--- config.mk ---
export PLATFORM = sky130hd
export DESIGN_NAME = param_data_memory_flat
export DESIGN_NICKNAME = d
export VERILOG_FILES = /design/src/rtl/param_data_memory_if.sv /design/src/rtl/param_data_memory.sv /design/src/flat_wrapper.sv
export SDC_FILE = /design/constraint.sdc
export NUM_CORES = 2
export LEC_CHECK = 0
export BUFFER_PORTS_ARGS = -buffer_cell sky130_fd_sc_hd__buf_4
export CAP_MARGIN = 10
export CORE_MARGIN = 4
export CORE_UTILIZATION = 57
export CTS_CLUSTER_DIAMETER = 120
export CTS_CLUSTER_SIZE = 8
export DETAILED_ROUTE_END_ITERATION = 8
export PLACE_DENSITY_LB_ADDON = 0.08
export SLEW_MARGIN = 20
export SYNTH_ARGS = -nofsm -noshare
export SYNTH_HDL_FRONTEND = slang
export SYNTH_SLANG_ARGS = --single-unit
--- constraint.sdc ---
create_clock -name clk -period 5.3 [get_ports clk]
set_clock_uncertainty 0.1 [all_clocks]
set_input_delay 1.06 -clock clk [delete_from_list [all_inputs] [get_ports clk]]
set_output_delay 1.06 -clock clk [all_outputs]
set_load 0.02 [all_outputs]
--- src/rtl/param_data_memory_if.sv ---
// Request/response bus for param_data_memory: valid/ready request channel,
// one-cycle registered response, and the clear-sweep control pair.
interface param_data_memory_if #(
    parameter int DATA_WIDTH = 8,
    parameter int ADDR_WIDTH = 8
);
    logic                  clear;
    logic                  req_valid;
    logic                  req_ready;
    logic                  req_write;
    logic [ADDR_WIDTH-1:0] req_addr;
    logic [DATA_WIDTH-1:0] req_wdata;
    logic                  rsp_valid;
    logic [DATA_WIDTH-1:0] rsp_rdata;
    logic                  rsp_err;
    logic                  clearing;

    // Requester side (datapath MEM stage)
    modport master (
        output clear, req_valid, req_write, req_addr, req_wdata,
        input  req_ready, rsp_valid, rsp_rdata, rsp_err, clearing
    );

    // Memory side
    modport slave (
        input  clear, req_valid, req_write, req_addr, req_wdata,
        output req_ready, rsp_valid, rsp_rdata, rsp_err, clearing
    );
endinterface

--- src/rtl/param_data_memory.sv ---
// Single-port synchronous data memory with a valid/ready request channel,
// a 1-cycle registered response, a hardware clear sweep (after reset and on
// demand) and out-of-range address error flagging.
module param_data_memory #(
    parameter int                    DATA_WIDTH  = 8,
    parameter int                    ADDR_WIDTH  = 8,
    parameter int                    DEPTH       = 2**ADDR_WIDTH,
    parameter logic [DATA_WIDTH-1:0] CLEAR_VALUE = '0
) (
    input logic                 clk,
    input logic                 rst,    // asynchronous, active-low
    param_data_memory_if.slave  bus
);

    localparam int                   CW        = (DEPTH > 1) ? $clog2(DEPTH) : 1;
    localparam logic [CW-1:0]        LAST_ADDR = CW'(DEPTH - 1);
    localparam logic [ADDR_WIDTH:0]  DEPTH_EXT = (ADDR_WIDTH + 1)'(DEPTH);

    typedef enum logic {
        ST_CLEAR = 1'b0,
        ST_IDLE  = 1'b1
    } state_t;

    state_t                state_q, state_d;
    logic [CW-1:0]         clr_addr_q, clr_addr_d;
    logic                  rsp_valid_q, rsp_valid_d;
    logic [DATA_WIDTH-1:0] rsp_rdata_q, rsp_rdata_d;
    logic                  rsp_err_q, rsp_err_d;

    logic [DATA_WIDTH-1:0] mem [DEPTH];

    logic                  accept;
    logic                  in_range;
    logic [CW-1:0]         req_idx;
    logic                  mem_we;
    logic [CW-1:0]         mem_waddr;
    logic [DATA_WIDTH-1:0] mem_wdata;

    // A clear request in the same cycle blocks any incoming request
    assign bus.req_ready = (state_q == ST_IDLE) && !bus.clear;
    assign bus.clearing  = (state_q == ST_CLEAR);
    assign accept        = bus.req_valid && bus.req_ready;
    assign in_range      = {1'b0, bus.req_addr} < DEPTH_EXT;
    assign req_idx       = bus.req_addr[CW-1:0];

    assign bus.rsp_valid = rsp_valid_q;
    assign bus.rsp_rdata = rsp_rdata_q;
    assign bus.rsp_err   = rsp_err_q;

    // Next-state, sweep counter, single write port mux and response data
    always_comb begin
        state_d     = state_q;
        clr_addr_d  = clr_addr_q;
        mem_we      = 1'b0;
        mem_waddr   = clr_addr_q;
        mem_wdata   = CLEAR_VALUE;
        rsp_valid_d = 1'b0;
        rsp_rdata_d = '0;
        rsp_err_d   = 1'b0;

        case (state_q)
            ST_CLEAR: begin
                // The sweep word is written even when a restart is requested
                mem_we = 1'b1;
                if (bus.clear) begin
                    clr_addr_d = '0;
                end else if (clr_addr_q == LAST_ADDR) begin
                    clr_addr_d = '0;
                    state_d    = ST_IDLE;
                end else begin
                    clr_addr_d = clr_addr_q + 1'b1;
                end
            end
            ST_IDLE: begin
                if (bus.clear) begin
                    state_d    = ST_CLEAR;
                    clr_addr_d = '0;
                end
            end
            default: begin
                state_d    = ST_CLEAR;
                clr_addr_d = '0;
            end
        endcase

        // accept is only possible in IDLE, so it never collides with the sweep write
        if (accept) begin
            rsp_valid_d = 1'b1;
            if (!in_range) begin
                rsp_err_d = 1'b1;
            end else if (bus.req_write) begin
                mem_we    = 1'b1;
                mem_waddr = req_idx;
                mem_wdata = bus.req_wdata;
            end else begin
                rsp_rdata_d = mem[req_idx];
            end
        end
    end

    // Control and response registers; reset restarts the sweep from address 0
    always_ff @(posedge clk or negedge rst) begin
        if (!rst) begin
            state_q     <= ST_CLEAR;
            clr_addr_q  <= '0;
            rsp_valid_q <= 1'b0;
            rsp_rdata_q <= '0;
            rsp_err_q   <= 1'b0;
        end else begin
            state_q     <= state_d;
            clr_addr_q  <= clr_addr_d;
            rsp_valid_q <= rsp_valid_d;
            rsp_rdata_q <= rsp_rdata_d;
            rsp_err_q   <= rsp_err_d;
        end
    end

    // Storage array; contents are initialised only by the clear sweep
    always_ff @(posedge clk) begin
        if (mem_we) begin
            mem[mem_waddr] <= mem_wdata;
        end
    end

endmodule

--- src/flat_wrapper.sv ---
// flat-port wrapper written by rule: the top's interface ports become plain ports
module param_data_memory_flat 
#(
    parameter int                    DATA_WIDTH  = 8,
    parameter int                    ADDR_WIDTH  = 8,
    parameter int                    DEPTH       = 2**ADDR_WIDTH,
    parameter logic [DATA_WIDTH-1:0] CLEAR_VALUE = '0
)
  (clk, rst, bus_clear, bus_req_valid, bus_req_write, bus_req_addr, bus_req_wdata, bus_req_ready, bus_rsp_valid, bus_rsp_rdata, bus_rsp_err, bus_clearing);
  param_data_memory_if #(.DATA_WIDTH(DATA_WIDTH), .ADDR_WIDTH(ADDR_WIDTH)) bus_i ();
  input logic clk;
  input logic rst;
  input wire logic [$bits(bus_i.clear)-1:0] bus_clear;
  input wire logic [$bits(bus_i.req_valid)-1:0] bus_req_valid;
  input wire logic [$bits(bus_i.req_write)-1:0] bus_req_write;
  input wire logic [$bits(bus_i.req_addr)-1:0] bus_req_addr;
  input wire logic [$bits(bus_i.req_wdata)-1:0] bus_req_wdata;
  output wire logic [$bits(bus_i.req_ready)-1:0] bus_req_ready;
  output wire logic [$bits(bus_i.rsp_valid)-1:0] bus_rsp_valid;
  output wire logic [$bits(bus_i.rsp_rdata)-1:0] bus_rsp_rdata;
  output wire logic [$bits(bus_i.rsp_err)-1:0] bus_rsp_err;
  output wire logic [$bits(bus_i.clearing)-1:0] bus_clearing;
  assign bus_i.clear = bus_clear;
  assign bus_i.req_valid = bus_req_valid;
  assign bus_i.req_write = bus_req_write;
  assign bus_i.req_addr = bus_req_addr;
  assign bus_i.req_wdata = bus_req_wdata;
  assign bus_req_ready = bus_i.req_ready;
  assign bus_rsp_valid = bus_i.rsp_valid;
  assign bus_rsp_rdata = bus_i.rsp_rdata;
  assign bus_rsp_err = bus_i.rsp_err;
  assign bus_clearing = bus_i.clearing;
  param_data_memory #(.DATA_WIDTH(DATA_WIDTH), .ADDR_WIDTH(ADDR_WIDTH), .DEPTH(DEPTH), .CLEAR_VALUE(CLEAR_VALUE)) u_core (.clk(clk), .rst(rst), .bus(bus_i));
endmodule
After elaboration in Yosys (flattened, before gate mapping)
Memories as Yosys holds them, arrays and structs flattened.
Cells that the tools add are included.
{ "totals": {"regBits": 18, "ram_bits": 2048, "wordCells": 32, "memories": 1} }
{ "mem_list": {"columns": ["memory", "words", "width", "read_ports", "rd_clocked_by_memory_dff", "write_ports", "line", "text"], "rows": [
  ["u_core.mem", 256, 8, 1, 0, 1, "param_data_memory.sv:30", "logic [DATA_WIDTH-1:0] mem [DEPTH];"]
]} }
{ "classes": {"n_addsub": 1, "n_eq_ne": 2, "mux": 20, "bitwise": 1, "reduce_logical": 3} }
{ "ops": {"columns": ["cell", "count"], "rows": [
  ["8-bit 2-to-1 mux", 9],
  ["8-bit one-hot mux with 2 select lines", 1],
  ["1-bit 2-to-1 mux", 9],
  ["8-bit by 1-bit adder with 8-bit output, second input constant", 1],
  ["8-bit equality test, second input constant", 1],
  ["1-bit logical AND", 2],
  ["2-bit inequality test, second input constant", 1],
  ["1-bit one-hot mux with 2 select lines", 1],
  ["1-bit logical NOT", 1],
  ["1-bit NOT", 1]
]} }

Logic depth before layout (Yosys ltp)
{ "logic_depth": {"word_depth": 6, "depth_mapped": 13, "ltp_nobuf": 7} }

Least setup slack after synthesis
OpenSTA, ideal clock, no wires.
{ "synth_path": {"path_type": "input port to flip-flop", "start": "in bus_clear", "end": "mem u_core.mem[0][0], data pin", "setup_time_ns": 0.873, "t_arrival_ns": 4.768, "required_ns": 4.327, "slack_ns": -0.442, "stages": 4, "path_cell_list": "nand3b_1 > inv_1 > buf_4 > and3_1"} }
{ "synth_between": {"elab_chain_len": 4} }
{ "synth_lines": {"columns": ["item", "line", "text"], "rows": [
  ["start: declaration", "flat_wrapper.sv:13", "input wire logic [$bits(bus_i.clear)-1:0] bus_clear;"],
  ["1-bit logical NOT", "param_data_memory.sv:40", "assign bus.req_ready = (state_q == ST_IDLE) && !bus.clear;"],
  ["1-bit logical AND", "param_data_memory.sv:40", null],
  ["1-bit logical AND", "param_data_memory.sv:42", "assign accept = bus.req_valid && bus.req_ready;"],
  ["named net u_core.accept", "param_data_memory.sv:32", "logic accept;"],
  ["8-bit 2-to-1 mux", "param_data_memory.sv:87", "if (accept) begin"],
  ["named net u_core.mem_wdata[0]", "param_data_memory.sv:37", "logic [DATA_WIDTH-1:0] mem_wdata;"],
  ["end: declaration", "param_data_memory.sv:30", null]
]} }
The timed path passes the listed nets, and every way through them passes these cells.

Final worst setup path
{ "layout_path": {"start": "reg u_core.state_q", "end": "mem u_core.mem[142][2], enable pin"} }
{ "layout_between": {"elab_chain_len": 5, "word_cells_on_any_way": 8, "cone_classes": "mux (6); reduce/logical (2)"} }
{ "layout_lines": {"columns": ["item", "line", "text"], "rows": [
  ["start: declaration", "param_data_memory.sv:24", "state_t state_q, state_d;"],
  ["start signal: assignment", "param_data_memory.sv:110", "state_q <= state_d;"],
  ["1-bit 2-to-1 mux / 1-bit logical AND (equally long branches)", "param_data_memory.sv:61, param_data_memory.sv:40", null],
  ["1-bit 2-to-1 mux / 1-bit logical AND (equally long branches)", "param_data_memory.sv:91, param_data_memory.sv:42", null],
  ["1-bit 2-to-1 mux", "param_data_memory.sv:87", null],
  ["1-bit 2-to-1 mux", "param_data_memory.sv:120", "if (mem_we) begin"],
  ["1-bit 2-to-1 mux (not written as such)", "param_data_memory.sv:121", "mem[mem_waddr] <= mem_wdata;"]
]} }
Several ways; a longest one is shown, not always the timed one.

==> impl_results.md <==
* Leakage Power at 0.0352 µW
* Synth Instances at 4094
* Area Overhead vs Synth at 14.9%
* Placed Cells at 6134
* Standard-cell rows at 138
* RSZ-0062 raised after global routing: false
* # DRC at 0
* Num CTS Buffers at 308
* Mapped cell area at 0.0816 mm²
* Worst-Margin Slew at 1020 ps
* Max Root-Sink Buffers at 4
* DR vias at 44000
* Placer Congestion at 0.968
* Fillers at 9393
* Total congestion overflow at 0
* Die H at 386 µm
* Hold Vio Cnt, Final at 0
* Clock Sink Count at 2066
* EDFF count, synth at 2048
* Final setup TNS at 0 ps
* Sequential share of the synthesized area at 75.9%
* Min Hold Slack at 320 ps
* Crit start category: register
* Clock latency on the worst-skew pair at 890 ps
* Mean Syn Cell Area at 19.9 µm²
* Root buf cell: clkbuf_16
* Chip Width at 386 µm
* Core area at 0.142 mm²
* CP Launch Point: u_core.state_q$_DFF_PN0_
* Post-CTS Setup Inserts at 0
* Setup crit end kind: register
* Initial Util at 57.5%
* Rel. slew slack at 32.1%
* Synth area leader: edfxtp_1
* Clock Power Share at 46.9%
* Placed wire-length estimate at 146000 µm
* Switching power at 7120 µW
* Syn. warnings at 0
* Fin area at 0.0938 mm²
* Share of cells above drive strength 1 at 23.6%
* Drt total wl at 229000 µm
* RR Startpoint: u_core.state_q$_DFF_PN0_
* CP Max Fanout at 17
* P_int at 28500 µW
* Worst EP arrival at 4310 ps
* Total global-route track usage at 31.1%
* PostCTS Resize Cnt at 0
* Routed WL per cell at 35.3 µm
* H-tree Lvls at 5
* Switching Fraction at 20.0%
* R2R Setup Slk at 1390 ps
* Sequential share of power at 49.8%
* Ports at 33
* CTS tree: done
* End of the worst register-to-register path: u_core.mem[142][2]$_DFFE_PP_
* Detailed-router iteration count before antenna repair at 6
* #FFs+latches synth at 2066
* Via density at 6.78
* Hold Buf Count CTS at 1
* Finish-stage setup viols at 0
* DR iter-0 viols at 6207
* First-pass GRT wire length at 326000 µm
* Synthesized net count at 4116
* Yosys top cell area share at 75.4%
* # port buffers at 31
* Run status: completed
* Capture point of the critical path: u_core.mem[142][2]$_DFFE_PP_
* F_max at 0.256 GHz
* Comb pwr share at 3.2%
* Max Cap Viol at 0
* Crit path kind: reg2reg
* Worst Reg2Reg Path Length in Cells at 7
* Synth area leaders: edfxtp_1 75%, mux4_2 8.6%, mux2i_1 3.5%, mux4_1 2.1%, nor2_1 1.5%
* Die area at 0.149 mm²
* NumNets Final at 4577
* Main synth FF type: edfxtp_1
* Antenna-violating nets left at 0
* Post-synth ARST share at 0.871%
* Max-slew violations at 0
* Tcrit/Tclk final at 73.7%
* Vias in the first global route at 43500
* Final std cells w/o fill at 6496
* Critical Path RT at 5700 ps
* Worst hold path type: in2reg
* Placed Area at 0.0857 mm²
* Largest net degree at the start of global routing at 119
* Pwr dens at 380 mW/mm²
* Minimum clock period at 3910 ps
* Netlist cell types at 73
* Peak VDD IR at 0.279 mV
* Antenna violations before repair at 7
* CTS clk-pin slew, worst paths at 50 ps
-- area by class of cell --
cell class                      instances  area (µm²)  share of cell area, %
Tap cell                             1890        2360                   2.52
Antenna cell                            5        12.5                 0.0133
Timing Repair Buffer                  398        3560                   3.79
Sequential cell                      2066       61900                   66.1
Clock inverter                          7        61.3                 0.0654
Inverter                                6        23.8                 0.0254
Clock buffer                          349        7970                   8.50
Multi-Input combinational cell       1775       17800                   19.0
-- placed cells by master (no fill, tap or decap), drive strengths merged, types with 4 or more instances in the layout --
| master | n |
|---|---|
| o221ai | 67 |
| inv | 11 |
| a21oi | 55 |
| clkbuf | 349 |
| mux2i | 283 |
| nor3 | 82 |
| mux4 | 379 |
| a31oi | 7 |
| nor2b | 6 |
| nand3b | 14 |
| diode | 5 |
| a2111oi | 7 |
| nand2 | 99 |
| nand2b | 5 |
| or2 | 5 |
| a211oi | 28 |
| nand3 | 46 |
| a221oi | 12 |
| or3 | 17 |
| and3 | 13 |
| dfrtp | 18 |
| buf | 397 |
| nand4 | 18 |
| nor4 | 14 |
| and2 | 6 |
| or4 | 4 |
| a22oi | 28 |
| o22ai | 101 |
| nor2 | 331 |
| mux2 | 15 |
| o211ai | 5 |
| o31ai | 15 |
| o21ai | 80 |
| edfxtp | 2048 |
-- through the flow --
| stage | setup slack [ps] | total power, µW | util, % |
|---|---|---|---|
| floorplan | 1420 | 18800 | - |
| global placement | 473 | 19200 | 60.4 |
| detailed placement | 687 | 19200 | 60.4 |
| CTS | 1480 | 35800 | 66.1 |
| global route | 1200 | 36600 | 66.1 |
| finish | 1390 | 35600 | 66.1 |
-- metal layers --
layer,vias to the layer above,GRT usage [%],share of wire (%)
met5,-,0,0.020
met4,8,14.2,5.0
met3,541,7.73,11
met2,2770,46.3,46
met1,22900,44.3,39
li1,17800,-,-
-- registers in the layout, summed over array words and instances (netlist names) --
name	cells
u_core.mem	2048
u_core.bus.rsp_rdata	8
u_core.clr_addr_q	8
u_core.bus.rsp_valid	1
u_core.state_q	1
-- power by group through the flow --
| stage | Sequential, µW | Combinational (µW) | Clock [µW] |
|---|---|---|---|
| after detailed placement | 18100 | 1140 | 0 |
| after floorplan | 18100 | 718 | 0 |
| after global placement | 18100 | 1130 | 0 |
| after global routing | 17700 | 1180 | 17700 |
| final | 17800 | 1150 | 16700 |
| after CTS | 17800 | 1140 | 16900 |
-- cell usage after synthesis, types with 13 or more instances --
library cell / number
edfxtp_1: 2048
nor2_1: 330
mux4_2: 313
mux2i_1: 283
o22ai_1: 101
nand2_1: 99
nor3_1: 82
buf_2: 77
o21ai_0: 71
clkbuf_1: 66
mux4_1: 66
o221ai_1: 63
a21oi_1: 55
nand3_1: 46
a211oi_1: 28
a22oi_1: 28
buf_6: 27
buf_4: 23
buf_12: 21
buf_8: 20
dfrtp_1: 18
nand4_1: 18
or3_1: 17
mux2_2: 15
nand3b_1: 14
and3_1: 13
buf_1: 13
-- how the worst min path moves through the flow --
stage                                     start                                to  cells after the start
2_1_floorplan  u_core.clr_addr_q[5]$_DFFE_PN0P_  u_core.clr_addr_q[5]$_DFFE_PN0P_                      1
3_5_place_dp   u_core.clr_addr_q[5]$_DFFE_PN0P_  u_core.clr_addr_q[5]$_DFFE_PN0P_                      1
5_1_grt                               bus_clear  u_core.clr_addr_q[2]$_DFFE_PN0P_                      2
6_report                              bus_clear  u_core.clr_addr_q[2]$_DFFE_PN0P_                      2
4_1_cts                               bus_clear  u_core.clr_addr_q[2]$_DFFE_PN0P_                      2
3_3_place_gp   u_core.clr_addr_q[5]$_DFFE_PN0P_  u_core.clr_addr_q[5]$_DFFE_PN0P_                      1
-- kinds of logic after synthesis --
family,synth area share (%)
compound gates,3.59
xor+xnor,0.0322
fa+ha+maj,0.0153
buf+inv,2.33
flops,75.9
mux,14.4
other cells,0.00459
simple gates,3.69
-- critical path: stages, from the launching register on --
cell and delay [ps]:
dfrtp_1 520, nand3b_1 210, inv_1 410, nand2_1 450
o21ai_1 630, nand3_1 150, buf_4 320, nor2_1 730
Note: power is estimated with default switching activity, not from simulation.
